==> src/rtl/i2c_fifo_pkg.sv <==
// Purpose: shared I2C slave constants and the FIFO status word layout.
// Latency: n/a (types and constants only).
// Backpressure: n/a.
package i2c_fifo_pkg;

    localparam int I2C_DW         = 32;
    localparam int FIFO_AW        = 4;
    localparam int FIFO_AFULL_LVL = 12;

    // Bit positions used by the register block when it maps FIFO status.
    localparam int ST_EMPTY     = 0;
    localparam int ST_FULL      = 1;
    localparam int ST_AFULL     = 2;
    localparam int ST_UNDERFLOW = 3;
    localparam int ST_OVERFLOW  = 4;

    // Field order matches the bit positions above (empty is bit 0).
    typedef struct packed {
        logic overflow;
        logic underflow;
        logic almost_full;
        logic full;
        logic empty;
    } fifo_status_t;

endpackage

==> src/rtl/i2c_fifo_if.sv <==
// Purpose: push/pop data and status bundle between a FIFO user and i2c_fifo.
// Latency: n/a (wires only).
// Backpressure: user observes full/empty; the FIFO flags refused requests as errors.
// Ports: push/din/pop/flush/err_clr driven by master; dout, level and
//        status flags driven by the FIFO (slave).
interface i2c_fifo_if #(
    parameter int DW = i2c_fifo_pkg::I2C_DW,
    parameter int AW = i2c_fifo_pkg::FIFO_AW
);
    logic          push;
    logic [DW-1:0] din;
    logic          pop;
    logic [DW-1:0] dout;
    logic          full;
    logic          empty;
    logic          almost_full;
    logic [AW:0]   level;
    logic          flush;
    logic          err_clr;
    logic          overflow;
    logic          underflow;

    modport master (
        output push, din, pop, flush, err_clr,
        input  dout, full, empty, almost_full, level, overflow, underflow
    );

    modport slave (
        input  push, din, pop, flush, err_clr,
        output dout, full, empty, almost_full, level, overflow, underflow
    );
endinterface

==> src/rtl/i2c_fifo_ram.sv <==
// Purpose: simple dual-port storage, synchronous write, asynchronous read.
// Latency: write lands on the clock edge; read data is combinational from raddr.
// Backpressure: none; the caller gates we.
// Ports: clk, we/waddr/wdata (write port), raddr/rdata (read port).
module i2c_fifo_ram
    import i2c_fifo_pkg::*;
#(
    parameter int DW = I2C_DW,
    parameter int AW = FIFO_AW
) (
    input  logic          clk,
    input  logic          we,
    input  logic [AW-1:0] waddr,
    input  logic [DW-1:0] wdata,
    input  logic [AW-1:0] raddr,
    output logic [DW-1:0] rdata
);
    // No reset on the array so it maps onto distributed RAM.
    logic [DW-1:0] mem [2**AW];

    always_ff @(posedge clk) begin
        if (we) begin
            mem[waddr] <= wdata;
        end
    end

    assign rdata = mem[raddr];

endmodule

==> src/rtl/i2c_fifo.sv <==
// Purpose: 32-bit first-word-fall-through word FIFO with level and sticky error status.
// Latency: pushed word visible on dout one edge after push; next word visible one edge after pop.
// Backpressure: push while full (without pop) is dropped and sets overflow; pop while empty sets underflow.
// Ports: clk, rst (sync, active-high), bus (i2c_fifo_if.slave: push/din, pop/dout,
//        flush, err_clr, level, full, empty, almost_full, overflow, underflow).
module i2c_fifo
    import i2c_fifo_pkg::*;
#(
    parameter int DW        = I2C_DW,
    parameter int AW        = FIFO_AW,
    parameter int AFULL_LVL = FIFO_AFULL_LVL
) (
    input  logic      clk,
    input  logic      rst,
    i2c_fifo_if.slave bus
);
    localparam int            LW    = AW + 1;
    localparam logic [LW-1:0] DEPTH = LW'(2**AW);
    localparam logic [LW-1:0] AFULL = LW'(AFULL_LVL);

    logic [AW-1:0] wr_ptr;
    logic [AW-1:0] rd_ptr;
    logic [LW-1:0] level_q;
    logic [LW-1:0] level_nxt;
    fifo_status_t  st_q;
    logic          push_ok;
    logic          pop_ok;
    logic          ram_we;

    // Acceptance uses registered flags only, so status outputs never see a
    // combinational path from push/pop.
    always_comb begin
        push_ok   = bus.push & (~st_q.full | bus.pop);
        pop_ok    = bus.pop & ~st_q.empty;
        level_nxt = level_q + LW'(push_ok) - LW'(pop_ok);
        if (bus.flush) begin
            level_nxt = '0;
        end
    end

    // Flush discards the incoming word too.
    assign ram_we = push_ok & ~bus.flush;

    always_ff @(posedge clk) begin
        if (rst) begin
            wr_ptr  <= '0;
            rd_ptr  <= '0;
            level_q <= '0;
            st_q    <= '{overflow: 1'b0, underflow: 1'b0, almost_full: 1'b0,
                         full: 1'b0, empty: 1'b1};
        end else begin
            if (bus.flush) begin
                wr_ptr <= '0;
                rd_ptr <= '0;
            end else begin
                if (push_ok) begin
                    wr_ptr <= wr_ptr + AW'(1);
                end
                if (pop_ok) begin
                    rd_ptr <= rd_ptr + AW'(1);
                end
            end
            level_q          <= level_nxt;
            // Flags follow the next level so they move on the same edge as level.
            st_q.empty       <= (level_nxt == '0);
            st_q.full        <= (level_nxt == DEPTH);
            st_q.almost_full <= (level_nxt >= AFULL);
            // Sticky errors: a new event in the clearing cycle wins; flush leaves them alone.
            st_q.overflow    <= (bus.push & ~push_ok) | (st_q.overflow & ~bus.err_clr);
            st_q.underflow   <= (bus.pop & st_q.empty) | (st_q.underflow & ~bus.err_clr);
        end
    end

    i2c_fifo_ram #(
        .DW(DW),
        .AW(AW)
    ) u_ram (
        .clk   (clk),
        .we    (ram_we),
        .waddr (wr_ptr),
        .wdata (bus.din),
        .raddr (rd_ptr),
        .rdata (bus.dout)
    );

    assign bus.level       = level_q;
    assign bus.full        = st_q.full;
    assign bus.empty       = st_q.empty;
    assign bus.almost_full = st_q.almost_full;
    assign bus.overflow    = st_q.overflow;
    assign bus.underflow   = st_q.underflow;

endmodule
==> src/flat_wrapper.sv <==
// flat-port wrapper written by rule: the top's interface ports become plain ports
module i2c_fifo_flat import i2c_fifo_pkg::*;
#(
    parameter int DW        = I2C_DW,
    parameter int AW        = FIFO_AW,
    parameter int AFULL_LVL = FIFO_AFULL_LVL
)
  (clk, rst, bus_push, bus_din, bus_pop, bus_flush, bus_err_clr, bus_dout, bus_full, bus_empty, bus_almost_full, bus_level, bus_overflow, bus_underflow);
  i2c_fifo_if #(.DW(DW), .AW(AW)) bus_i ();
  input  logic clk;
  input  logic rst;
  input wire logic [$bits(bus_i.push)-1:0] bus_push;
  input wire logic [$bits(bus_i.din)-1:0] bus_din;
  input wire logic [$bits(bus_i.pop)-1:0] bus_pop;
  input wire logic [$bits(bus_i.flush)-1:0] bus_flush;
  input wire logic [$bits(bus_i.err_clr)-1:0] bus_err_clr;
  output wire logic [$bits(bus_i.dout)-1:0] bus_dout;
  output wire logic [$bits(bus_i.full)-1:0] bus_full;
  output wire logic [$bits(bus_i.empty)-1:0] bus_empty;
  output wire logic [$bits(bus_i.almost_full)-1:0] bus_almost_full;
  output wire logic [$bits(bus_i.level)-1:0] bus_level;
  output wire logic [$bits(bus_i.overflow)-1:0] bus_overflow;
  output wire logic [$bits(bus_i.underflow)-1:0] bus_underflow;
  assign bus_i.push = bus_push;
  assign bus_i.din = bus_din;
  assign bus_i.pop = bus_pop;
  assign bus_i.flush = bus_flush;
  assign bus_i.err_clr = bus_err_clr;
  assign bus_dout = bus_i.dout;
  assign bus_full = bus_i.full;
  assign bus_empty = bus_i.empty;
  assign bus_almost_full = bus_i.almost_full;
  assign bus_level = bus_i.level;
  assign bus_overflow = bus_i.overflow;
  assign bus_underflow = bus_i.underflow;
  i2c_fifo #(.DW(DW), .AW(AW), .AFULL_LVL(AFULL_LVL)) u_core (.clk(clk), .rst(rst), .bus(bus_i));
endmodule
==> config.mk <==
export PLATFORM = sky130hd
export DESIGN_NAME = i2c_fifo_flat
export DESIGN_NICKNAME = d
export VERILOG_FILES = /design/src/rtl/i2c_fifo_pkg.sv /design/src/rtl/i2c_fifo_if.sv /design/src/rtl/i2c_fifo_ram.sv /design/src/rtl/i2c_fifo.sv /design/src/flat_wrapper.sv
export SDC_FILE = /design/constraint.sdc
export NUM_CORES = 1
export LEC_CHECK = 0
export ABC_AREA = 1
export CORE_MARGIN = 3
export CORE_UTILIZATION = 55
export DETAILED_ROUTE_END_ITERATION = 7
export PLACE_DENSITY = 0.8
export SYNTH_ARGS = -nofsm -noshare
export SYNTH_HDL_FRONTEND = slang
export SYNTH_SLANG_ARGS = --single-unit
==> constraint.sdc <==
create_clock -name clk -period 3.9 [get_ports clk]
set_input_delay 0.39 -clock clk [delete_from_list [all_inputs] [get_ports clk]]
set_output_delay 0.39 -clock clk [all_outputs]
set_load 0.1 [all_outputs]
# Word-level counts from Yosys, hierarchy flattened
# Memories as Yosys holds them, arrays and structs flattened. A register that Yosys moved wholly into a read port is not among the register bits.
# Cells that the tools add are included.
totals:
  register_bits: 18
  mem_bits_rw: 512
  in_bits: 38
  output_inout_bits: 42
  elab_cells: 37
  mem_count: 1
mem_list:
  columns: ["memory", "depth", "width", "rd", "rd_clocked_by_memory_dff", "write_ports", "line_no", "text"]
  rows:
  - ["u_core.u_ram.mem", 16, 32, 1, 1, 1, "i2c_fifo_ram.sv:19", "logic [DW-1:0] mem [2**AW];"]
op_classes:
  addsub: 4
  order_cmp: 1
  n_eq_ne: 1
  muxes: 5
  bitwise_logic: 15
  n_reduce_logical: 2
ops:
  columns: ["op", "n"]
  rows:
  - ["4-bit by 1-bit adder with 4-bit output, second input constant", 2]
  - ["4-bit 2-to-1 mux", 2]
  - ["1-bit AND", 7]
  - ["5-bit by 1-bit adder with 5-bit output", 1]
  - ["5-bit == test, second input constant", 1]
  - ["5-bit by 4-bit >= comparator with 1-bit output, second input constant", 1]
  - ["5-bit logical NOT", 1]
  - ["5-bit 2-to-1 mux", 1]
  - ["1-bit inverter", 5]
  - ["5-bit by 1-bit subtractor with 5-bit output", 1]
  - ["1-bit bitwise OR", 3]
  - ["1-bit 2-to-1 mux", 2]
  - ["2-bit OR reduction", 1]

# Depth between registers and ports, before layout
logic_depth:
  word_depth: 7
  depth_mapped: 13
  ltp_nobuf: 13

# Modules after synthesis
# Synthesis repeated with hierarchy kept, for this count alone.
unflattened:
  cells_unflattened: 2207
  area_unflattened_um2: 22975.8
by_module_without_submodules:
  columns: ["module", "n_inst", "cells_each", "area_per_inst_um2", "seq_area_each_um2"]
  rows:
  - ["i2c_fifo_ram", 1, 2088, 22089.9, 15374.7]
  - ["i2c_fifo", 1, 119, 885.8, 360.3]

# Worst setup path before layout
# Ideal clock, no wire load.
synth_timing:
  path_type: "flip-flop to flip-flop"
  startpoint: "register u_core.bus.full (netlist name)"
  endpoint: "memory u_core.u_ram.mem[4][0] (netlist name), enable pin"
  arrival_time_ns: 3.460
  setup_slack_ns: -0.021
  stages_incl_launch_ff: 6
  n_path_buf: 0
  period_less_slack_ns: 3.921
  cell_sequence: "dfxtp_1 > nand2_1 > nand2_1 > inv_1 > nand2_1 > nor3_1"
synth_via:
  elab_chain_len: 6
synth_rtl:
  columns: ["item", "line_no", "text"]
  rows:
  - ["1-bit inverter", "i2c_fifo.sv:33", "push_ok = bus.push & (~st_q.full | bus.pop);"]
  - ["1-bit bitwise OR", "i2c_fifo.sv:33", null]
  - ["1-bit AND", "i2c_fifo.sv:33", null]
  - ["1-bit AND", "i2c_fifo.sv:42", "assign ram_we = push_ok & ~bus.flush;"]
  - ["1-bit 2-to-1 mux", "i2c_fifo_ram.sv:22", "if (we) begin"]
  - ["1-bit 2-to-1 mux (implied by the code)", "i2c_fifo_ram.sv:23", "mem[waddr] <= wdata;"]
  - ["end: declaration", "i2c_fifo_ram.sv:19", null]
# No other way between the ends.

==> flow_metrics.env <==
export IMPL_synth_xor_area_share_pct=0.0809
export IMPL_placed_area_sq_mm=0.0233
export IMPL_io_pins=80
export IMPL_drive_gt1_share_pct=8.78
export IMPL_setup_slack_ps=698
export IMPL_status="complete, no violations"
export IMPL_ant_nets=0
export IMPL_critPathTopFamily="buffers and inverters"
export IMPL_antenna_cells=0
export IMPL_clock_skew_final_ps=15.4
export IMPL_drtIter0Drc=1482
export IMPL_synth_compound_area_share_pct=6.86
export IMPL_grt_pass1_wl_mm=74.8
export IMPL_cts_max_path_buffers=3
export IMPL_layout_common_cells="edfxtp_1 (512), nand2_1 (292), nor2_1 (252)"
export IMPL_power_leakage_uw=0.00868
export IMPL_synth_top_area_cell="edfxtp_1"
export IMPL_synth_top_family_by_area="simple AND/OR/NAND/NOR gates"
export IMPL_syn_nets=1845
export IMPL_synth_cells=1797
export IMPL_hold_buffers=0
export IMPL_final_common_cell="edfxtp_1"
export IMPL_worstPathRequired_ps=3510
export IMPL_syn_to_final_growth_pct=14.8
export IMPL_grt_pass1_vias=13900
export IMPL_setup_viol=0
export IMPL_synth_seq_cells=534
export IMPL_final_instance_count_excl_fill=2419
export IMPL_fill_cells=2709
export IMPL_crit_buf_inv=2
export IMPL_synth_yosys_seq_area_share_pct=73.0
export IMPL_grt_overflow=0
export IMPL_via_count=13900
export IMPL_crit_slowest_cell="dfxtp_4"
export IMPL_dp_cells=2328
export IMPL_avgSynthCellArea_sq_um=12.1
export IMPL_gp_congestion=0.843
export IMPL_numClockSinks=534
export IMPL_syn_cell_area_sq_mm=0.0217
export IMPL_worst_slew_pin_slew_ps=980
export IMPL_fp_dieArea_sq_mm=0.0418
export IMPL_dp_hpwl_mm=26.5
export IMPL_path_max_fanout=175
export IMPL_cts_made_buffers=50
export IMPL_wl_mm=47.8
export IMPL_cts_resized=0
export IMPL_grt_max_degree=176
export IMPL_hold_viol=0
export IMPL_synth_cell_type_count=24
export IMPL_rsz0062_at_grt="false"
export IMPL_clk_latency_ps=560
export IMPL_antenna_found_initial=0
export IMPL_crit_path_start_kind="register"
export IMPL_maxCapViolCount=0
export IMPL_htreeDepth=2
export IMPL_cp_end_kind="output pin"
export IMPL_relSlewSlack_pct=34.5
export IMPL_synthMuxAreaShare_pct=0
export IMPL_ir_drop_uv=492
export IMPL_utilization_pct=64.2
export IMPL_yosys_top_cells_area="edfxtp_1 (71%), nand2_1 (5.1%), nand3_1 (4.7%)"
export IMPL_synth_fa_ha_area_share_pct=0.612
export IMPL_core_region_area_sq_mm=0.0387
export IMPL_fin_crit_sh_pct=82.1
export IMPL_finalSetupTns_ps=0
export IMPL_via_per_inst=5.74
export IMPL_hold_path_class="in2reg"
export IMPL_arrival_ps=2810
export IMPL_critical_path_class="reg2out"
export IMPL_cts_tree="built"
export IMPL_gr_usage_all_layers_pct=22.7
export IMPL_slew_viol_final=0
export IMPL_nNetsFinal=1910
export IMPL_io_buffers=79
export IMPL_yosys_area_top_type_share_pct=71.0
export IMPL_rows=72
export IMPL_postLayoutCellArea_sq_mm=0.0249
export IMPL_drc_errors=0
export IMPL_floorplan_initialDensity_pct=55.9
export IMPL_period_minus_slack_ps=3200
export IMPL_wl_per_cell_um=19.8
export IMPL_yosys_warnings=0
export IMPL_cts_setup_buffers=0
export IMPL_cpPeakStageDelay_ps=590
export IMPL_max_freq_mhz=312
export IMPL_dr_pass1_iters=6
export IMPL_chipHeight_um=204
export IMPL_place_ws_ps=931
export IMPL_path_cells="buf_12 > nor2_1 > nor2_1 > o21ai_0 > nand3_1 > nand3_1 > nand2_1 > buf_12"
export IMPL_synthSimpleGateAreaFrac_pct=14.6
export IMPL_cts_root_buf="clkbuf_16"
export IMPL_clk_pin_slew_worst_paths_ps=60
export IMPL_powerDensity_mw_per_mm2=490
export IMPL_die_x_um=204
[area by class of cell]
class | count | area (sq um) | area share, %
clock buffer | 58 | 1350 | 5.41
multi-input combinational | 1026 | 4900 | 19.7
tap | 518 | 648 | 2.61
sequential | 534 | 15800 | 63.7
clock inverter | 33 | 179 | 0.720
timing repair buffer | 117 | 1460 | 5.87
inverter | 133 | 507 | 2.04
[worst register-to-register path, delay by kind of cell, from the launching register on]
family,cells,cell delay (ps)
AND/OR/NAND/NOR,5,940
adder cells (fa/ha/maj),2,630
flip-flops,1,330
AO/OA/AOI/OAI,2,230
buffers and inverters,2,220
[flip-flops by register name (all words and copies together), names as in the netlist, named ones only]
name and cells:
u_core.wr_ptr 4, u_core.bus.overflow 1, u_core.rd_ptr 4, u_core.bus.underflow 1, u_core.bus.almost_full 1, u_core.u_ram.mem 512, u_core.bus.full 1, u_core.bus.empty 1
u_core.bus.level 5
[routing by layer]
layer | track usage (%) | vias up | routed length, um
li1 | - | 6438 | -
met1 | 30.3 | 6734 | 19200
met2 | 38.2 | 617 | 23500
met3 | 4.24 | 90 | 4020
met4 | 7.27 | 0 | 1100
met5 | 0 | - | 0
[cells in the mapped netlist]
cell type,n
a21oi_1,17
buf_1,12
buf_2,52
buf_4,13
buf_6,5
clkbuf_1,21
clkbuf_2,1
dfxtp_1,22
edfxtp_1,512
fa_1,1
ha_1,9
inv_1,130
inv_2,2
inv_4,1
nand2_1,292
nand3_1,203
nand4_1,3
nor2_1,260
nor3_1,8
o211ai_1,102
o21ai_0,84
o21ai_1,43
or2_2,2
xor2_1,2
[power by group]
| part | internal (uW) | total (uW) | switching [uW] |
|---|---|---|---|
| combinational | 368 | 1270 | 900 |
| sequential | 6340 | 6370 | 33.5 |
| clock | 2520 | 4530 | 2010 |
| total | 9230 | 12200 | 2950 |
[logic make-up (layout without fill, tap and decap cells)]
| group | Yosys count | count (layout) |
|---|---|---|
| adder cells (fa/ha/maj) | 10 | 10 |
| XOR/XNOR | 2 | 2 |
| buffers and inverters | 237 | 341 |
| AO/OA/AOI/OAI | 246 | 246 |
| AND/OR/NAND/NOR | 768 | 768 |
| flip-flops | 534 | 534 |
[worst paths after layout]
check	from	end	slack (ps)	depth (start not counted)
max reg2reg	u_core.bus.empty$_SDFF_PP1_	u_core.bus.empty$_SDFF_PP1_	1510	11
max	register	bus_dout[11]	700	8
min	bus_pop	u_core.bus.underflow$_SDFF_PP0_	450	3
min reg2reg	u_core.bus.overflow$_SDFF_PP0_	u_core.bus.overflow$_SDFF_PP0_	470	2
[per-stage QoR]
step	total power, uW	hold WS [ps]
4_1_cts	12200	433
3_3_place_gp	7730	454
5_1_grt	12500	441
6_report	12200	447
2_1_floorplan	7320	457
3_5_place_dp	7750	463
(Power assumes the default switching activity.)
